### src/rtl/bram_stream_reader.sv
// Read-side sequencer for one BRAM port: walks a commanded address range and
// presents the words as a ready/valid stream through a two-entry credit-managed buffer.
`timescale 1ns/1ps
module bram_stream_reader #(
    parameter int DATA = 72,
    parameter int ADDR = 10
) (
    input  logic            clock,
    input  logic            resetn,
    input  logic            cmd_valid,
    output logic            cmd_ready,
    input  logic [ADDR-1:0] cmd_base,
    input  logic [ADDR:0]   cmd_count,
    output logic [ADDR-1:0] bram_req_addr,
    output logic            bram_req_writeEn,
    output logic [DATA-1:0] bram_req_writeData,
    input  logic [DATA-1:0] bram_rsp_readData,
    output logic            out_valid,
    input  logic            out_ready,
    output logic [DATA-1:0] out_data,
    output logic            out_last,
    output logic            busy,
    output logic            done
);
    localparam logic [1:0] ST_IDLE  = 2'd0;
    localparam logic [1:0] ST_RUN   = 2'd1;
    localparam logic [1:0] ST_DRAIN = 2'd2;

    localparam logic [ADDR:0]   CNT_ZERO = {(ADDR+1){1'b0}};
    localparam logic [ADDR:0]   CNT_ONE  = {{ADDR{1'b0}}, 1'b1};
    localparam logic [ADDR-1:0] PTR_ONE  = {{(ADDR-1){1'b0}}, 1'b1};

    logic [1:0]      state_r;
    logic [1:0]      state_nxt_s;
    logic [ADDR-1:0] rd_ptr_r;
    logic [ADDR:0]   issue_left_r;
    logic [ADDR:0]   beats_left_r;
    logic            inflight_r;
    logic            done_r;
    logic [DATA-1:0] fifo_mem_r [2];
    logic            head_r;
    logic            tail_r;
    logic [1:0]      fifo_count_r;
    logic            pop_s;
    logic            issue_s;
    logic            final_pop_s;
    logic [2:0]      occupancy_s;

    // Handshake, credit check and read-issue qualification
    always_comb begin
        pop_s       = (fifo_count_r != 2'd0) && out_ready;
        // Occupancy counts buffered words plus the one in flight, less the word leaving now
        occupancy_s = {1'b0, fifo_count_r} + {2'b00, inflight_r} - {2'b00, pop_s};
        if ((state_r == ST_RUN) && (issue_left_r != CNT_ZERO) && (occupancy_s < 3'd2)) begin
            issue_s = 1'b1;
        end else begin
            issue_s = 1'b0;
        end
        final_pop_s = (state_r == ST_DRAIN) && pop_s && (beats_left_r == CNT_ONE);
    end

    // Next-state decode
    always_comb begin
        state_nxt_s = state_r;
        case (state_r)
            ST_IDLE: begin
                if (cmd_valid && (cmd_count != CNT_ZERO)) state_nxt_s = ST_RUN;
                else                                      state_nxt_s = ST_IDLE;
            end
            ST_RUN: begin
                if (issue_s && (issue_left_r == CNT_ONE)) state_nxt_s = ST_DRAIN;
                else                                      state_nxt_s = ST_RUN;
            end
            ST_DRAIN: begin
                if (final_pop_s) state_nxt_s = ST_IDLE;
                else             state_nxt_s = ST_DRAIN;
            end
            default: state_nxt_s = ST_IDLE;
        endcase
    end

    // Sequencer: state, address walk, issue/beat counters, done pulse
    always_ff @(posedge clock or negedge resetn) begin
        if (!resetn) begin
            state_r      <= ST_IDLE;
            rd_ptr_r     <= {ADDR{1'b0}};
            issue_left_r <= CNT_ZERO;
            beats_left_r <= CNT_ZERO;
            inflight_r   <= 1'b0;
            done_r       <= 1'b0;
        end else begin
            state_r    <= state_nxt_s;
            inflight_r <= issue_s;
            done_r     <= final_pop_s || ((state_r == ST_IDLE) && cmd_valid && (cmd_count == CNT_ZERO));
            if ((state_r == ST_IDLE) && cmd_valid) begin
                rd_ptr_r     <= cmd_base;
                issue_left_r <= cmd_count;
                beats_left_r <= cmd_count;
            end else begin
                if (issue_s) begin
                    rd_ptr_r     <= rd_ptr_r + PTR_ONE;
                    issue_left_r <= issue_left_r - CNT_ONE;
                end
                if (pop_s) begin
                    beats_left_r <= beats_left_r - CNT_ONE;
                end
            end
        end
    end

    // Two-entry output buffer; the BRAM response is captured the cycle after its issue
    always_ff @(posedge clock or negedge resetn) begin
        if (!resetn) begin
            fifo_mem_r[0] <= {DATA{1'b0}};
            fifo_mem_r[1] <= {DATA{1'b0}};
            head_r        <= 1'b0;
            tail_r        <= 1'b0;
            fifo_count_r  <= 2'd0;
        end else begin
            if (inflight_r) begin
                fifo_mem_r[tail_r] <= bram_rsp_readData;
                tail_r             <= ~tail_r;
            end
            if (pop_s) begin
                head_r <= ~head_r;
            end
            fifo_count_r <= fifo_count_r + {1'b0, inflight_r} - {1'b0, pop_s};
        end
    end

    assign cmd_ready          = (state_r == ST_IDLE);
    assign busy               = (state_r != ST_IDLE);
    assign done               = done_r;
    assign bram_req_addr      = rd_ptr_r;
    assign bram_req_writeEn   = 1'b0;
    assign bram_req_writeData = {DATA{1'b0}};
    assign out_valid          = (fifo_count_r != 2'd0);
    assign out_data           = fifo_mem_r[head_r];
    assign out_last           = out_valid && (beats_left_r == CNT_ONE);

endmodule

### config.mk
export PLATFORM = sky130hd
export DESIGN_NAME = bram_stream_reader
export DESIGN_NICKNAME = d
export VERILOG_FILES = /design/src/rtl/bram_stream_reader.sv
export SDC_FILE = /design/constraint.sdc
export NUM_CORES = 1
export LEC_CHECK = 0
export BUFFER_PORTS_ARGS = -buffer_cell sky130_fd_sc_hd__buf_2
export CAP_MARGIN = 0
export CORE_AREA = 2 2 99 172
export DETAILED_ROUTE_END_ITERATION = 8
export DIE_AREA = 0 0 101 174
export PLACE_DENSITY = 0.89
export SYNTH_ARGS = -nofsm -noshare
export SYNTH_HDL_FRONTEND = slang
export SYNTH_SLANG_ARGS = --single-unit
### constraint.sdc
create_clock -name clock -period 5.7 [get_ports clock]
set_clock_uncertainty 0.05 [all_clocks]
set_input_delay 0.57 -clock clock [delete_from_list [all_inputs] [get_ports clock]]
set_output_delay 0.57 -clock clock [all_outputs]
set_load 0.005 [all_outputs]
==> results of run 1 <==
==> state kept, by name, summed over array words and instances, names as in the netlist <==
| register | flops |
|---|---|
| fifo_mem_r | 144 |
| beats_left_r | 11 |
| issue_left_r | 11 |
| bram_req_addr | 10 |
| fifo_count_r | 2 |
| state_r | 2 |
| done | 1 |
| head_r | 1 |
| inflight_r | 1 |
| tail_r | 1 |
==> worst max-delay path by stage <==
stage / from / endpoint / slack (ns) / depth (start not counted)
2_1_floorplan: out_ready / issue_left_r[9] / 2.76 / 10
3_3_place_gp: out_ready / bram_req_addr[6] / 2.40 / 12
3_5_place_dp: out_ready / bram_req_addr[5] / 2.33 / 12
4_1_cts: fifo_count_r[1] / bram_req_addr[6] / 2.38 / 12
5_1_grt: fifo_count_r[1] / state_r[0] / 2.06 / 11
6_report: fifo_count_r[1] / bram_req_addr[6] / 2.35 / 12
==> through the flow <==
| stage | std cells | hold WS [ns] |
|---|---|---|
| after floorplan | 766 | 0.224 |
| after global placement | 1042 | 0.431 |
| after detailed placement | 1042 | 0.438 |
| after CTS | 1074 | 0.0529 |
| after global routing | 1077 | 0.0769 |
| final | 1077 | 0.0518 |
==> cells in the mapped netlist, types with 3 or more instances <==
cell      count
a21oi_1       8
a221o_1       4
buf_4        73
buf_6         3
clkbuf_1     28
dfrtp_1     184
ha_1          6
inv_1        14
mux2_2      216
mux2i_1       3
nand2_1      29
nand3_1      11
nand4_1       4
nand4b_1      3
nor2_1       17
nor3_1        5
nor4_1        9
o211ai_1      5
o21ai_0      16
o21ai_1       3
o311ai_0      4
xnor2_1       7
xor2_1        6
==> area by class of cell <==
cell class / instances / area share, %
Clock buffer: 17 / 4.13
Clock inverter: 15 / 1.55
Antenna cell: 3 / 0.0729
Multi-Input combinational cell: 463 / 37.3
Sequential cell: 184 / 44.7
Inverter: 15 / 0.571
Tap cell: 192 / 2.33
Timing Repair Buffer: 188 / 9.31
==> placed cells by master (no fill, tap or decap), types with 3 or more instances in the layout <==
| master | count |
|---|---|
| a221o_1 | 4 |
| ha_1 | 6 |
| o21ai_0 | 16 |
| buf_4 | 5 |
| nand2_1 | 28 |
| dfrtp_1 | 183 |
| inv_1 | 14 |
| o211ai_1 | 5 |
| diode_2 | 3 |
| conb_1 | 73 |
| a21oi_1 | 8 |
| buf_2 | 182 |
| nand4b_1 | 3 |
| inv_6 | 3 |
| clkbuf_16 | 17 |
| nor4_1 | 9 |
| xor2_1 | 6 |
| mux2_2 | 216 |
| xnor2_1 | 7 |
| o21ai_1 | 3 |
| mux2i_1 | 3 |
| nand4_1 | 4 |
| nand3_1 | 11 |
| inv_8 | 4 |
| nor2_1 | 17 |
| nor3_1 | 5 |
| o311ai_0 | 4 |
==> per-layer routing <==
layer	up-vias	part of all wire, %	global-route usage [%]
li1	2679	-	-
met1	2905	37	22.8
met2	210	54	39.2
met3	36	5.3	4.26
met4	0	3.8	10.4
met5	-	0	0
==> critical path: stages (launching register included) <==
cell and delay (ns):
dfrtp_1 0.44, or2_2 0.16, nand2_1 0.12, mux2i_1 0.16, ha_1 0.16, inv_1 0.05, fa_1 0.37, xnor2_1 0.20
nor4b_2 0.68, nand2_4 0.30, inv_4 0.20, a21oi_1 0.08, o221a_2 0.26
==> cells by family after synthesis <==
kind of cell	after synthesis
flops	184
simple gates	93
fa+ha+maj	7
mux	219
xor+xnor	13
buf+inv	119
other cells	1
compound gates	58
==> power groups by stage <==
| stage | combinational [mW] | clock (mW) | sequential (mW) |
|---|---|---|---|
| global placement | 2.55 | 0 | 2.37 |
| global route | 2.88 | 1.24 | 2.49 |
| floorplan | 1.94 | 0 | 2.25 |
| CTS | 2.64 | 1.19 | 2.40 |
| detailed placement | 2.63 | 0 | 2.42 |
| finish | 2.62 | 1.16 | 2.40 |
==> metrics.md, run 1 <==
| Metric | Value |
|---|---|
| I/O pin cnt | 257 |
| Synth Area in Compound Gates | 4.48% |
| Post-synthesis simple-gate area fraction | 5.46% |
| First-pass GRT wire length | 29300 µm |
| Vias | 5830 |
| HPWL after DPL | 13100 µm |
| Slew Viols, Final | 0 |
| Flop2flop setup slack | 2.35 ns |
| Adder-cell share of the synthesized area | 1.07% |
| Main flop type after synthesis | dfrtp_1 |
| Post-Syn Area | 8910 µm² |
| R2R Path Start | fifo_count_r[1] |
| Worst-Skew Late Latency | 0.42 ns |
| Cell count of the worst reg-to-reg path | 12 |
| DRC errors left | 0 |
| Worst path required time | 5.96 ns |
| Synthesized area per cell | 12.8 µm² |
| CTS sink cnt | 184 |
| #FFs+latches synth | 184 |
| Rows | 62 |
| DR WL/cell | 17.2 µm |
| Kind of critical path | reg -> reg |
| CTS resizes | 0 |
| Critical path launch point type | flip-flop |
| VDD IR max | 415 µV |
| Port Buffer Count | 183 |
| Largest family of logic cells by synthesized area | multiplexers |
| Synth Area in XOR/XNOR | 1.28% |
| Minimum clock period | 3.35 ns |
| # H-tree levels | 4 |
| Gr usage total | 21.4% |
| CP Max Fanout | 20 |
| Power share of the clock group | 18.7% |
| Antenna violations before repair | 3 |
| Final TNS setup | 0 ns |
| Chip Height | 174 µm |
| Vias in the first global route | 5995 |
| RD Place Congestion | 0.841 |
| P&R area growth vs syn | 15.6% |
| Top post-synthesis cells by area | dfrtp_1 (52%), mux2_2 (27%), buf_4 (6.1%) |
| Mux cell area share after synthesis | 27.6% |
| Multi-input gate area | 3850 µm² |
| FF/Latch Area | 4610 µm² |
| Clk root buf | clkbuf_16 |
| Fmax | 299 MHz |
| Final Util | 63.2% |
| GR Overflow Total | 0 |
| Layout net count | 973 |
| Synth cell types | 52 |
| Worst Tran Pin Value | 1.15 ns |
| Post CTS Setup Buffer Count | 0 |
| CTS Buf Count | 17 |
| R2R Path End | bram_req_addr[6] |
| Post-Syn Instances | 694 |
| Register area share after synthesis | 51.7% |
| Internal | 4.06 mW |
| Flop pwr share | 38.8% |
| Synth warn | 0 |
| Pwr Density | 599 nW/µm² |
| Slew Limit Headroom | 23.4% |
| Unrepaired setup endpoints after global routing | false |
| Final hold violation count | 0 |
| Net Sw Frac | 34.3% |
| Fin crit share | 58.7% |
| Overall Power | 6.18 mW |
| NetSw | 2.12 mW |
| # setup viols final | 0 |
| Placed instance area | 9710 µm² |
| Outcome | completed |
| Clock slew at reported path FFs | 0.07 ns |
| Die area | 17600 µm² |
| Layout cells sized above 1 | 51.0% |
| Fillers | 1260 |
| Initial DRT Pass Iterations | 4 |
| Routed Antenna Nets | 0 |
| Yosys top cell by area | dfrtp_1 |
| Top cell type's share of synthesized area | 51.7% |
| Post-synth ARST share | 100% |
| Routed WL | 18500 µm |
| # Max-Cap Violations | 0 |
| Worst setup EP type | flip-flop |
| Vias per cell | 5.41 |
| Post-synth EDFFs | 0 |
| CTS tree | yes |
| Clk buf depth | 2 |
| Core box area | 16300 µm² |
| Arr. time, crit path | 3.61 ns |
| Starting Density | 54.7% |
| 1st-iter DRT viols | 149 |
| Fin area | 10300 µm² |
| Min-Delay Path Class | in -> async |
| Comb power frac | 42.4% |
| Slack of the critical path | 2.35 ns |
| Dpl ws | 2.33 ns |
| Die Span X | 101 µm |
| Hold buffer count at cts | 0 |
| Leakage power | 4.72 nW |
| Largest net degree at the start of global routing | 73 |
Note: power is estimated with default switching activity, not from simulation.
==> inputs of run 2 (changes only) <==
--- a/config.mk
+++ b/config.mk
@@ -7,10 +7,10 @@
 export LEC_CHECK = 0
 export BUFFER_PORTS_ARGS = -buffer_cell sky130_fd_sc_hd__buf_2
 export CAP_MARGIN = 0
-export CORE_AREA = 2 2 99 172
+export CORE_AREA = 2 2 102 179
 export DETAILED_ROUTE_END_ITERATION = 8
-export DIE_AREA = 0 0 101 174
-export PLACE_DENSITY = 0.89
+export DIE_AREA = 0 0 104 181
+export PLACE_DENSITY = 0.84
 export SYNTH_ARGS = -nofsm -noshare
 export SYNTH_HDL_FRONTEND = slang
 export SYNTH_SLANG_ARGS = --single-unit
==> constraint.sdc (replaced) <==
create_clock -name clock -period 3.3 [get_ports clock]
set_clock_uncertainty 0.05 [all_clocks]
set_input_delay 0.33 -clock clock [delete_from_list [all_inputs] [get_ports clock]]
set_output_delay 0.33 -clock clock [all_outputs]
set_load 0.005 [all_outputs]
==> metrics.md, run 2 (same netlist as run 1, synthesis figures left out) <==
| Metric | Value |
|---|---|
| Outcome | completed (unchanged) |
| Final hold violation count | 0 (unchanged) |
| Min-Delay Path Class | in -> reg (was in -> async) |
| I/O pin cnt | 257 (unchanged) |
| Core box area | 17300 µm² (was 16300 µm²) |
| Worst setup EP type | flip-flop (unchanged) |
| R2R Path Start | fifo_count_r[1] (unchanged) |
| Worst Tran Pin Value | 1.05 ns (was 1.15 ns) |
| # Max-Cap Violations | 0 (unchanged) |
| Finished Layout Cells | 1118 (was 1077) |
| # setup viols final | 0 (unchanged) |
| RD Place Congestion | 0.850 (was 0.841) |
| Chip Height | 181 µm (was 174 µm) |
| Leakage power | 4.74 nW (was 4.72 nW) |
| Port Buffer Count | 183 (unchanged) |
| Kind of critical path | reg -> reg (unchanged) |
| Cells after DPL | 1085 (was 1042) |
| R2R Path End | state_r[0] (was bram_req_addr[6]) |
| Vias in the first global route | 6288 (was 5995) |
| Most common cell after layout, fill and taps aside | mux2_2 (unchanged) |
| Final TNS setup | 0 ns (unchanged) |
| Most frequent cells in the layout | mux2_2 (216), dfrtp_1 (183), buf_2 (182) (unchanged) |
| Worst setup path end | state_r[0] (was bram_req_addr[6]) |
| # H-tree levels | 4 (unchanged) |
| 1st-iter DRT viols | 265 (was 149) |
| Overall Power | 10.7 mW (was 6.18 mW) |
| Fmax | 331 MHz (was 299 MHz) |
| Worst-Skew Late Latency | 0.42 ns (about the same) |
| Minimum clock period | 3.02 ns (was 3.35 ns) |
| Unrepaired setup endpoints after global routing | false (unchanged) |
| Rows | 64 (was 62) |
| Die area | 18800 µm² (was 17600 µm²) |
| Antenna cells | 0 (was 3) |
| Initial DRT Pass Iterations | 4 (unchanged) |
| Post CTS Setup Buffer Count | 0 (unchanged) |
| Clk buf depth | 2 (unchanged) |
| Routed Antenna Nets | 0 (unchanged) |
| Starting Density | 51.5% (was 54.7%) |
| Biggest register | fifo_mem_r (unchanged) |
| Worst hold start | cmd_base[1] |
| Slack of the critical path | 0.275 ns (was 2.35 ns) |
| Die Span X | 104 µm (was 101 µm) |
| VDD IR max | 737 µV (was 415 µV) |
| Layout cells sized above 1 | 51.0% (about the same) |
| DR WL/cell | 16.9 µm (was 17.2 µm) |
| CTS sink cnt | 184 (unchanged) |
| Vias per cell | 5.22 (was 5.41) |
| Flop2flop setup slack | 0.28 ns (was 2.35 ns) |
| CP Max Fanout | 5 (was 20) |
| Clock slew at reported path FFs | 0.07 ns (about the same) |
| DRC errors left | 0 (unchanged) |
| Pwr Density | 1030 nW/µm² (was 599 nW/µm²) |
| P&R area growth vs syn | 16.6% (was 15.6%) |
| Critical path launch point type | flip-flop (unchanged) |
| Slew Viols, Final | 0 (unchanged) |
| Largest regs | fifo_mem_r (144), beats_left_r (11), issue_left_r (11) (unchanged) |
| Routed WL | 18900 µm (was 18500 µm) |
| Worst path required time | 3.53 ns (was 5.96 ns) |
| CTS resizes | 0 (unchanged) |
| CTS tree | yes (unchanged) |
| Layout net count | 978 (was 973) |
| Clk root buf | clkbuf_16 (unchanged) |
| First-pass GRT wire length | 31400 µm (was 29300 µm) |
| Slew Limit Headroom | 29.8% (was 23.4%) |
| Largest net degree at the start of global routing | 101 (was 73) |
| Arr. time, crit path | 3.25 ns (was 3.61 ns) |
| Worst setup startpoint | fifo_count_r[1] (unchanged) |
| CTS Buf Count | 17 (unchanged) |
| Vias | 5841 (was 5830) |
| Dpl ws | 0.313 ns (was 2.33 ns) |
| Max FFs per register | 144 (unchanged) |
| Final Util | 60.1% (was 63.2%) |
| Fin crit share | 91.7% (was 58.7%) |
| Antenna violations before repair | 1 (was 3) |
| Gr usage total | 20.9% (was 21.4%) |
| Cell count of the worst reg-to-reg path | 12 (unchanged) |
| HPWL after DPL | 13300 µm (was 13100 µm) |
| GR Overflow Total | 0 (unchanged) |
## run 2: cell types whose count changed in the layout (fill, tap and decap cells not counted), sizes merged
cell / delta
buf: +4
clkbuf: +3
clkinvlp: +1
diode: -3
dlygate4sd3: +1
inv: -4
## run 2: area by class of cell
class / count / area, µm²
clock buffers: 20 / 447
clock inverters: 12 / 119
fillers: 1417 / 6900
inverters: 15 / 58.8
multi-input cells: 463 / 3850
flip-flops and latches: 184 / 4610
well taps: 231 / 289
repair buffers: 193 / 1020
## run 2: worst min-delay path by stage
stage          cells after the start  slack (ns)          endpoint
4_1_cts                            3        0.03  bram_req_addr[1]
6_report                           3        0.05  bram_req_addr[1]
2_1_floorplan                      0       -0.02   beats_left_r[0]
5_1_grt                            3        0.06  bram_req_addr[1]
3_5_place_dp                       1        0.12              done
3_3_place_gp                       1        0.12              done
## run 2: critical path, stage by stage (launching register included)
cell and delay [ns]:
dfrtp_1 0.43, or2_2 0.16, nand2_1 0.13, mux2i_1 0.17, ha_1 0.16, inv_1 0.05, fa_1 0.37, xnor2_1 0.22
nor4b_2 0.24, buf_4 0.21, nand2_1 0.12, nor4_1 0.44, o32ai_1 0.14
## run 2: per-layer routing
metal  share of wire [%]  wire length [µm]  track usage, %
met1                  37              7080            22.6
met2                  54             10300            38.4
met3                 4.7               896            4.62
met4                 3.3               623            9.51
met5               0.069                13               0
## run 2: per-stage QoR
stage	hold WS, ns	area [µm²]
detailed placement	0.123	9820
CTS	0.0308	10400
global placement	0.124	9820
finish	0.0507	10400
global route	0.0623	10400
floorplan	-0.0156	9180
## run 2: report_power, final
part	total, mW	internal, mW	switching (mW)	leakage [nW]
combinational	4.59	2.59	2.00	2.31
clock	1.95	1.07	0.877	0.268
sequential	4.17	3.40	0.765	2.16
total	10.7	7.06	3.64	4.74
## run 2: repair_timing
item	CTS	global route
endpoints found under the setup margin	0	0
endpoints found under the hold margin	15	0
hold buffers	1	0
